<file path="config.mk">
export PLATFORM = sky130hd
export DESIGN_NAME = prime_stepper
export DESIGN_NICKNAME = d
export VERILOG_FILES = /design/src/rtl/prime_pkg.sv /design/src/rtl/seq_divider.sv /design/src/rtl/prime_stepper.sv
export SDC_FILE = /design/constraint.sdc
export NUM_CORES = 1
export LEC_CHECK = 0
export BUFFER_PORTS_ARGS = -buffer_cell sky130_fd_sc_hd__buf_4
export CORE_MARGIN = 4
export CORE_UTILIZATION = 45
export CTS_BUF_LIST = sky130_fd_sc_hd__clkbuf_8
export DETAILED_ROUTE_END_ITERATION = 10
export PLACE_DENSITY = 0.71
export SLEW_MARGIN = 20
export SYNTH_ARGS = -nofsm -noshare
export SYNTH_HDL_FRONTEND = slang
export SYNTH_SLANG_ARGS = --single-unit
</file>
<file path="constraint.sdc">
create_clock -name clk -period 6.55 [get_ports clk]
set_input_delay 1.31 -clock clk [delete_from_list [all_inputs] [get_ports clk]]
set_output_delay 1.31 -clock clk [all_outputs]
set_load 0.02 [all_outputs]
</file>
<file path="src/rtl/prime_pkg.sv">
// Shared definitions for the prime stepper: FSM encoding, width helpers and seed constants.
package prime_pkg;

    typedef enum logic [2:0] {
        StInit,
        StIdle,
        StNext,
        StDiv,
        StWait
    } state_e;

    localparam int unsigned DEFAULT_WIDTH_LOG = 4;
    localparam int unsigned FIRST_PRIME       = 2;
    localparam int unsigned FIRST_ODD         = 3;

    function automatic int unsigned width_of(input int unsigned width_log);
        return 32'd1 << width_log;
    endfunction

    function automatic int unsigned hi_of(input int unsigned width_log);
        return width_of(width_log) - 1;
    endfunction

    function automatic longint unsigned max_of(input int unsigned width_log);
        return (64'd1 << width_of(width_log)) - 64'd1;
    endfunction

endpackage

</file>
<file path="src/rtl/seq_divider.sv">
// Restoring shift-subtract unsigned divider: one quotient bit per cycle, done pulses W cycles
// after start. Divide-by-zero results are meaningless.
module seq_divider #(
    parameter int unsigned W = 16
) (
    input  logic         clk,
    input  logic         rst_n,
    input  logic         start,
    input  logic [W-1:0] dividend,
    input  logic [W-1:0] divisor,
    output logic         done,
    output logic [W-1:0] quot,
    output logic [W-1:0] rem
);

    localparam int unsigned CW = $clog2(W + 1);

    logic [W-1:0]  rem_q, rem_d;
    logic [W-1:0]  quot_q, quot_d;
    logic [W-1:0]  div_q, div_d;
    logic [CW-1:0] cnt_q, cnt_d;
    logic          busy_q, busy_d;
    logic          done_q, done_d;

    logic [W-1:0] src_rem, src_quot, src_div;
    logic [W:0]   shifted, diff;
    logic         fits;

    // The start cycle already performs the first step, so W steps end on the W-th edge.
    always_comb begin
        src_rem  = start ? '0 : rem_q;
        src_quot = start ? dividend : quot_q;
        src_div  = start ? divisor : div_q;
        shifted  = {src_rem, src_quot[W-1]};
        diff     = shifted - {1'b0, src_div};
        fits     = shifted >= {1'b0, src_div};

        rem_d  = rem_q;
        quot_d = quot_q;
        div_d  = div_q;
        cnt_d  = cnt_q;
        busy_d = busy_q;
        done_d = 1'b0;

        if (start || busy_q) begin
            rem_d  = fits ? diff[W-1:0] : shifted[W-1:0];
            quot_d = {src_quot[W-2:0], fits};
            div_d  = src_div;
            if (start) begin
                cnt_d  = CW'(W - 1);
                busy_d = 1'b1;
            end else begin
                cnt_d = cnt_q - CW'(1);
                if (cnt_q == CW'(1)) begin
                    busy_d = 1'b0;
                    done_d = 1'b1;
                end
            end
        end
    end

    always_ff @(posedge clk or negedge rst_n) begin
        if (!rst_n) begin
            rem_q  <= '0;
            quot_q <= '0;
            div_q  <= '0;
            cnt_q  <= '0;
            busy_q <= 1'b0;
            done_q <= 1'b0;
        end else begin
            rem_q  <= rem_d;
            quot_q <= quot_d;
            div_q  <= div_d;
            cnt_q  <= cnt_d;
            busy_q <= busy_d;
            done_q <= done_d;
        end
    end

    assign done = done_q;
    assign quot = quot_q;
    assign rem  = rem_q;

endmodule

</file>
<file path="src/rtl/prime_stepper.sv">
// Go/ready responder that steps to the next prime by odd-only trial division,
// raising a sticky error once no further prime fits in W bits.
module prime_stepper
    import prime_pkg::*;
#(
    parameter int unsigned WIDTH_LOG = DEFAULT_WIDTH_LOG,
    localparam int unsigned W = 1 << WIDTH_LOG
) (
    input  logic         clk,
    input  logic         rst_n,
    input  logic         go,
    output logic         ready,
    output logic         error,
    output logic [W-1:0] res
);

    localparam logic [W-1:0] PRIME_SEED = W'(FIRST_PRIME);
    localparam logic [W-1:0] ODD_SEED   = W'(FIRST_ODD);
    localparam logic [W-1:0] STEP_W     = W'(2);
    localparam logic [W:0]   STEP_W1    = (W + 1)'(2);

    state_e       state_q, state_d;
    logic [W-1:0] res_q, res_d;
    logic [W-1:0] cand_q, cand_d;
    logic [W-1:0] d_q, d_d;
    logic         ready_q, ready_d;
    logic         error_q, error_d;

    logic         div_start, div_done;
    logic [W-1:0] div_quot, div_rem;
    logic [W:0]   sum;

    seq_divider #(
        .W(W)
    ) u_div (
        .clk      (clk),
        .rst_n    (rst_n),
        .start    (div_start),
        .dividend (cand_q),
        .divisor  (d_q),
        .done     (div_done),
        .quot     (div_quot),
        .rem      (div_rem)
    );

    always_comb begin
        state_d   = state_q;
        res_d     = res_q;
        cand_d    = cand_q;
        d_d       = d_q;
        ready_d   = ready_q;
        error_d   = error_q;
        div_start = 1'b0;
        sum       = {1'b0, cand_q} + STEP_W1;

        unique case (state_q)
            StInit: begin
                res_d   = PRIME_SEED;
                ready_d = 1'b1;
                state_d = StIdle;
            end
            StIdle: begin
                if (go && !error_q) begin
                    ready_d = 1'b0;
                    cand_d  = res_q;
                    state_d = StNext;
                end
            end
            StNext: begin
                if (cand_q == PRIME_SEED) begin
                    cand_d  = ODD_SEED;
                    d_d     = ODD_SEED;
                    state_d = StDiv;
                end else if (sum[W]) begin
                    error_d = 1'b1;
                    ready_d = 1'b1;
                    state_d = StIdle;
                end else begin
                    cand_d  = sum[W-1:0];
                    d_d     = ODD_SEED;
                    state_d = StDiv;
                end
            end
            StDiv: begin
                div_start = 1'b1;
                state_d   = StWait;
            end
            StWait: begin
                // q < d means every divisor up to sqrt(cand) has been tried.
                if (div_done) begin
                    if (div_quot < d_q) begin
                        res_d   = cand_q;
                        ready_d = 1'b1;
                        state_d = StIdle;
                    end else if (div_rem == '0) begin
                        state_d = StNext;
                    end else begin
                        d_d     = d_q + STEP_W;
                        state_d = StDiv;
                    end
                end
            end
            default: state_d = StInit;
        endcase
    end

    always_ff @(posedge clk or negedge rst_n) begin
        if (!rst_n) begin
            state_q <= StInit;
            res_q   <= '0;
            cand_q  <= '0;
            d_q     <= '0;
            ready_q <= 1'b0;
            error_q <= 1'b0;
        end else begin
            state_q <= state_d;
            res_q   <= res_d;
            cand_q  <= cand_d;
            d_q     <= d_d;
            ready_q <= ready_d;
            error_q <= error_d;
        end
    end

    assign ready = ready_q;
    assign error = error_q;
    assign res   = res_q;

endmodule

</file>
==> reports/results.txt, run 1 <==
Worst Hold End = d_q[0]
Synth Area per Inst = 9.213 um2
CTS tree = yes
Pre-CTS setup slack = 2.983 ns
Register area share after synthesis = 41.14%
# rows = 43
Worst Setup Start Kind = register
Gpl congestion = 0.9603
CTS hold repair buffers = 0
Clk root buf = clkbuf_8
Pwr dens = 155.3 nW/um2
Post-synth ARST share = 100.0%
Initial core utilization = 46.60%
GRT Residual Overflow = 0
Hold Path Depth = 1
Worst path cell trace = nand3b_1 -> buf_4 -> nand2_1 -> o21ai_0 -> inv_1 -> ha_1 -> a2111oi_0 -> a21oi_2 -> o21ai_2 -> o2111a_1 -> or2_4 -> nand2_1 -> o211ai_1
Setup violation total in the final timing report = 0
PortBufs = 20
Post-synth top area cell = dfrtp_1
Die H = 128.8 um
Area Overhead vs Synth = 6.610%
Die W = 128.8 um
Reg clk slew, reported paths = 0.12 ns
Wire per inst = 18.35 um
Placed Area = 6819 um2
Critical Path AT = 4.04 ns
Total die area = 16590 um2
Skew final = 0.01278 ns
Post_cts resized = 0
Vias in the first global route = 5366
Post-synthesis cell count = 713
Ports = 21
Hold path start = d_q[0]
Vias = 5540
Layout cells sized above 1 = 9.610%
Nets = 752
Distinct cells, synth = 75
Crit. End Element = register
Final Slew Violations = 0
Critical-path top delay cell = a2111oi_0
CP Max Fanout = 53
Worst Path Required = 6.85 ns
Total wire length = 16.48 mm
TNS Setup = 0 ns
Fin crit share = 57.22%
R2R cell count = 13
Max cap viols = 0
Post-route worst setup slack = 2.802 ns
Mapped Area = 6569 um2
CTS H-tree lvls = 3
RSZ-0062 raised after global routing = false
Reg2reg start = state_q[2]
LEAKAGE = 3.043 nW
Tightest Pin Transition = 0.7489 ns
Hold WS = 0.4985 ns
Total CTS buffers = 9
Status = finished clean
ANT nets after route = 0
Synthesis warning total = 0
First DRT Iteration DRCs = 588
Sequential cell area = 2703 um2
Pre-Repair DR Iteration Count = 5
Core footprint = 14100 um2
Clock Path Buffers = 2
Vias per cell = 6.169
Post-CTS Setup Inserts = 0
All-Layer GR Usage = 20.88%
Min-Delay Path Class = reg2reg
Design area = 7003 um2
Setup crit start = state_q[2]
Sink Count = 108
First-pass GRT wire length = 27.69 mm
Max_slew headroom = 50.07%
Most common cell type on the critical path = nand2_1
Area of the multi-input gates = 3538 um2
Diode count = 0
Synth top area cells = dfrtp_1, ha_1, o21ai_0
Clock latency on the worst-skew pair = 0.40 ns
R2R Setup Slk = 2.80 ns
Largest net degree at the start of global routing = 59
DPL Wire Length = 11.89 mm
Initial antenna violation count = 0
Maximum clock frequency = 266.8 MHz
Post-synth EDFFs = 0
Syn_nets = 752
Dominant synthesized flop cell = dfrtp_1
Crit Reg-Reg Endpoint = u_div.rem[14]
# DRC = 0
IR drop worst, VDD = 0.1110 mV
Final min period = 3.748 ns
CP peak stage delay = 0.59 ns
Fill cell count = 1338
Share of the synthesized area in the top cell type = 41.14%
Final Hold Vio Count = 0
Yosys reg bits = 108
Worst setup path category = reg2reg
## report_power, final
group / switching [mW] / internal, mW
registers: 0 / 0.666
clock network: 0.254 / 0.153
logic: 0.0131 / 0.00127
total: 0.267 / 0.821
## layout by cell type (no fill, tap or decap), types with 19 or more instances in the layout
cell type and instances:
nand2_1 64, buf_4 26, ha_1 35, mux2i_1 19, dfrtp_1 108, inv_1 43, a21oi_1 50, o21ai_0 58
nor2_1 47
## state kept, by name, indices dropped and copies added (netlist names)
| register | flops |
|---|---|
| d_q | 16 |
| u_div.done | 1 |
| u_div.cnt_q | 5 |
| cand_q | 16 |
| ready | 1 |
| u_div.quot | 16 |
| u_div.rem | 16 |
| u_div.div_q | 16 |
| u_div.busy_q | 1 |
| res | 16 |
| state_q | 3 |
| error | 1 |
## per-layer routing
metal / share of wire [%] / track usage, % / wire length (um)
met1: 45 / 29.77 / 7439
met5: 0 / 0 / 0
met2: 47 / 32.29 / 7735
met3: 5.4 / 2.906 / 894
met4: 2.5 / 8.153 / 410
## final cells by class
type / count / area share (%)
multi-input cells: 526 / 50.53
flip-flops and latches: 108 / 38.59
well taps: 180 / 3.216
repair buffers: 26 / 2.787
inverters: 42 / 2.251
clock buffers: 10 / 1.965
clock inverters: 6 / 0.6611
## through the flow
step / utilization (%) / power (mW) / std cells
after global routing: 49.68 / 1.126 / 898
after detailed placement: 48.38 / 0.6948 / 882
final: 49.68 / 1.088 / 898
after global placement: 48.38 / 0.6944 / 882
after CTS: 49.68 / 1.099 / 898
after floorplan: - / 0.6798 / 713
## cell usage after synthesis, types with 9 or more instances
cell,n
inv_1,42
o211ai_1,15
nor2_1,47
nand3_1,17
dfrtp_1,108
nor3_1,13
a31oi_1,9
and3_1,15
clkbuf_1,20
a21o_1,13
a22o_1,16
and2_1,17
mux2i_1,19
o21ai_0,58
ha_1,35
xnor2_1,9
nand2_1,64
a21oi_1,50
## worst max-delay path, delay by kind of cell, from the launching register on
kind	cells	cell delay, ns
AO/OA/AOI/OAI	6	1.49
AND/OR/NAND/NOR	4	0.75
flip-flops	1	0.55
buffers and inverters	2	0.48
adder cells (fa/ha/maj)	1	0.37
## how the worst max path moves through the flow
stage                               end  cells past startpoint
after floorplan           u_div.rem[12]                     16
after global placement     u_div.rem[2]                     13
after detailed placement  u_div.rem[14]                     13
after CTS                 u_div.rem[14]                     13
after global routing      u_div.rem[14]                     13
final                     u_div.rem[14]                     13
## logic make-up after synthesis
group,Yosys count,share of synthesized area [%]
DFF,108,41.14
adders and majority gates,36,6.971
and+or+nand+nor,222,17.60
AOI/OAI and AO/OA,235,24.50
muxes,20,3.067
buffers and inverters,79,4.990
xor gates and xnor gates,13,1.733
(Power assumes the default switching activity.)
==> run 2, diff against run 1 <==
==> constraint.sdc (replaced) <==
create_clock -name clk -period 3.7 [get_ports clk]
set_input_delay 0.74 -clock clk [delete_from_list [all_inputs] [get_ports clk]]
set_output_delay 0.74 -clock clk [all_outputs]
set_load 0.02 [all_outputs]
==> reports/results.txt, run 2 (synthesis results as in run 1) <==
Nets = 755
LEAKAGE = 3.067 nW
Post-route worst setup slack = 0.2956 ns
Hold WS = 0.3727 ns
Clk root buf = clkbuf_8
Pre-CTS setup slack = 0.3592 ns
Commonest non-fill, non-tap cells in the layout = dfrtp_1, nand2_1, o21ai_0
Maximum clock frequency = 293.7 MHz
PortBufs = 20
Tightest Pin Transition = 0.7056 ns
ANT nets after route = 0
CTS H-tree lvls = 3
Ports = 21
Largest net degree at the start of global routing = 71
Final min period = 3.404 ns
Fin crit share = 92.01%
Critical-path top delay cell = a2111oi_0
Pre-Repair DR Iteration Count = 4
Vias per cell = 6.139
Worst Path Required = 4.03 ns
Final Hold Vio Count = 0
Die W = 128.8 um
Crit. End Element = register
Crit path buffers/inverters = 2
First DRT Iteration DRCs = 394
R2R cell count = 12
Most common cell after layout, fill and taps aside = dfrtp_1
Area Overhead vs Synth = 7.238%
Total wire length = 16.37 mm
All-Layer GR Usage = 20.96%
Status = finished clean
CP peak stage delay = 0.52 ns
Die H = 128.8 um
CP delay by family, top = compound AO/OA/AOI/OAI gates
CTS tree = yes
Sink Count = 108
Worst Setup Start Kind = register
Core footprint = 14100 um2
IR drop worst, VDD = 0.1815 mV
Final total power = 1.890 mW
Post_cts resized = 0
Pwr dens = 268.3 nW/um2
First-pass GRT wire length = 28.14 mm
Crit. path cell count = 12
Gpl congestion = 0.9229
RSZ-0062 raised after global routing = false
Worst setup path category = reg2reg
Initial antenna violation count = 0
Skew final = 0.01789 ns
GRT Residual Overflow = 0
Final Slew Violations = 0
Min-Delay Path Class = in2async
Max cap viols = 0
Critical Path AT = 3.73 ns
Vias = 5531
DPL Wire Length = 11.85 mm
Cells after DPL = 885
Post-CTS Setup Inserts = 0
Total die area = 16590 um2
Initial core utilization = 46.60%
Reg clk slew, reported paths = 0.11 ns
# DRC = 0
Clock latency on the worst-skew pair = 0.40 ns
Setup violation total in the final timing report = 0
TNS Setup = 0 ns
CTS hold repair buffers = 0
Diode count = 0
Max_slew headroom = 52.79%
Vias in the first global route = 5583
Post-Layout Cell Count = 901
Total CTS buffers = 9
Clock Path Buffers = 2
Layout cells sized above 1 = 9.986%
Worst path cell trace = nand3b_1 -> buf_12 -> o21ai_0 -> inv_1 -> ha_1 -> a2111oi_0 -> a21oi_2 -> o21ai_2 -> o2111a_1 -> or2_4 -> mux2_2 -> a21oi_1
# rows = 43
Wire per inst = 18.17 um
CP Max Fanout = 70
[run 2: worst paths after layout]
check                                    start               to  slack, ns
worst max-delay path                state_q[1]     u_div.rem[0]       0.30
worst min-delay path                     rst_n       cand_q[11]       0.37
worst max register to register      state_q[1]     u_div.rem[0]       0.30
worst min register to register  u_div.div_q[0]   u_div.div_q[0]       0.48
max in group asynchronous                rst_n  u_div.div_q[10]       2.56
min in group clk                u_div.div_q[0]   u_div.div_q[0]       0.48
[run 2: through the flow]
stage | cell area (um2) | util, %
after global placement | 6867 | 48.71
after global routing | 7044 | 49.97
final | 7044 | 49.97
after floorplan | 6569 | -
after detailed placement | 6867 | 48.71
after CTS | 7042 | 49.96
[run 2: area by class of cell]
cell class                 count  area [um2]
tap                          180       225.2
clock inverter                 7       51.30
timing repair buffer          29       242.7
multi-input combinational    526        3541
clock buffer                   9       123.9
inverter                      42       157.7
fill                        1352        7052
sequential                   108        2703
[run 2: layer usage]
layer | vias to the layer above | global-route usage, % | wire length [um]
met1 | 2754 | 28.15 | 7275
met4 | 0 | 7.968 | 392
li1 | 2612 | - | -
met5 | - | 0 | 0
met2 | 137 | 34.51 | 8078
met3 | 28 | 2.906 | 627
[run 2: power breakdown]
part	total, mW	switching, mW	internal (mW)
registers	1.18	0	1.18
clock network	0.683	0.433	0.250
logic	0.0274	0.0236	0.00376
total	1.89	0.456	1.43
==> run 3, diff against run 2 <==
--- a/config.mk
+++ b/config.mk
@@ -6,6 +6,7 @@
 export NUM_CORES = 1
 export LEC_CHECK = 0
 export BUFFER_PORTS_ARGS = -buffer_cell sky130_fd_sc_hd__buf_4
+export CORE_ASPECT_RATIO = 2
 export CORE_MARGIN = 4
 export CORE_UTILIZATION = 45
 export CTS_BUF_LIST = sky130_fd_sc_hd__clkbuf_8
==> reports/results.txt, run 3 (synthesis results as in run 1) <==
Final total power = 1.902 mW
CTS H-tree lvls = 3
Final Slew Violations = 0
Area of the multi-input gates = 3542 um2
TNS Setup = 0 ns
Ports = 21
Cells after DPL = 901
Pre-CTS setup slack = 0.1832 ns
Setup violation total in the final timing report = 0
Worst Path Required = 4.00 ns
Wire per inst = 20.31 um
R2R cell count = 12
Tightest Pin Transition = 0.8173 ns
Sink Count = 108
Sequential cell area = 2703 um2
Most common cell after layout, fill and taps aside = dfrtp_1
First-pass GRT wire length = 29.84 mm
IR drop worst, VDD = 0.2542 mV
Post-CTS Setup Inserts = 0
Post-Layout Cell Count = 917
Vias in the first global route = 5741
Crit. End Element = register
M2 GR Usage = 44.16%
Max cap viols = 0
Commonest non-fill, non-tap cells in the layout = dfrtp_1, nand2_1, o21ai_0
Status = finished clean
Pre-Repair DR Iteration Count = 5
All-Layer GR Usage = 23.11%
CP Max Fanout = 36
ANT nets after route = 0
# rows = 62
Vias per cell = 6.157
Layout cells sized above 1 = 10.76%
Diode count = 0
CTS tree = yes
Global Route met1 Usage = 22.03%
# DRC = 0
Reg2reg start = state_q[1]
Setup crit start = state_q[1]
Most Used Layer, Global Route = met2
Critical Path AT = 3.75 ns
PortBufs = 20
Core footprint = 14350 um2
Gpl congestion = 0.9440
Maximum clock frequency = 289.9 MHz
Largest net degree at the start of global routing = 64
Clock Path Buffers = 2
Met3 Usage GRT = 3.150%
Total die area = 16710 um2
Skew final = 0.01278 ns
Worst setup path category = reg2reg
Total wire length = 18.63 mm
Final Hold Vio Count = 0
Total CTS buffers = 9
First DRT Iteration DRCs = 369
DPL Wire Length = 14.29 mm
Fin crit share = 93.22%
Die W = 93.43 um
Area Overhead vs Synth = 7.829%
Nets = 759
Clock latency on the worst-skew pair = 0.39 ns
LEAKAGE = 3.078 nW
Die H = 178.9 um
Post-route worst setup slack = 0.2509 ns
Worst Setup Start Kind = register
Fill cell count = 1326
GRT Residual Overflow = 0
Max_slew headroom = 45.31%
Vias = 5646
Initial core utilization = 45.77%
Pwr dens = 268.5 nW/um2
Final min period = 3.449 ns
Initial antenna violation count = 0
Core Util, Final = 49.35%
Clk root buf = clkbuf_8
Min-Delay Path Class = in2async
Reg clk slew, reported paths = 0.11 ns
RSZ-0062 raised after global routing = false
CTS hold repair buffers = 0
run 3: metal layers:
metal  vias up  wire (um)
met5         -          0
met4         0       1344
met3        72        624
met2       201      10440
met1      2760       6220
li1       2613          -
run 3: critical path: stages, from the launching register on:
cell	delay, ns
dfrtp_1	0.49
nand3b_1	0.20
buf_12	0.22
o21ai_0	0.23
inv_1	0.14
ha_1	0.32
nor2b_1	0.15
o31a_4	0.30
o21ai_2	0.27
o2111a_1	0.30
or2_4	0.24
nand2_1	0.22
o211ai_1	0.27
run 3: cell type report:
type	instances	area share [%]
multi-input cells	526	50.01
flip-flops and latches	108	38.16
repair buffers	33	3.674
well taps	192	3.392
inverters	42	2.226
clock buffers	9	1.749
clock inverters	7	0.7949
run 3: per-stage QoR:
| stage | cell area (um2) | hold WS, ns |
|---|---|---|
| floorplan | 6569 | 0.4395 |
| global placement | 6899 | 0.4664 |
| detailed placement | 6899 | 0.4574 |
| CTS | 7079 | 0.4500 |
| global route | 7083 | 0.4807 |
| finish | 7083 | 0.4242 |
run 3: what timing repair did:
item / 4_1_cts / 5_1_grt
gates resized for setup: 0 / 2
endpoints found under the setup margin: 0 / 12
hold endpoints to repair: 0 / 0
run 3: worst paths after layout:
path,end,slack [ns]
worst max register to register,u_div.rem[11],0.25
worst min-delay path,d_q[11],0.42
worst max-delay path,u_div.rem[11],0.25
worst min register to register,u_div.div_q[0],0.49
max in group asynchronous,d_q[3],2.39
min in group clk,u_div.div_q[0],0.49
run 3: where the power goes:
part	switching (mW)	internal [mW]
Sequential	0	1.18
Clock	0.440	0.256
Combinational	0.0238	0.00294
Total	0.463	1.44
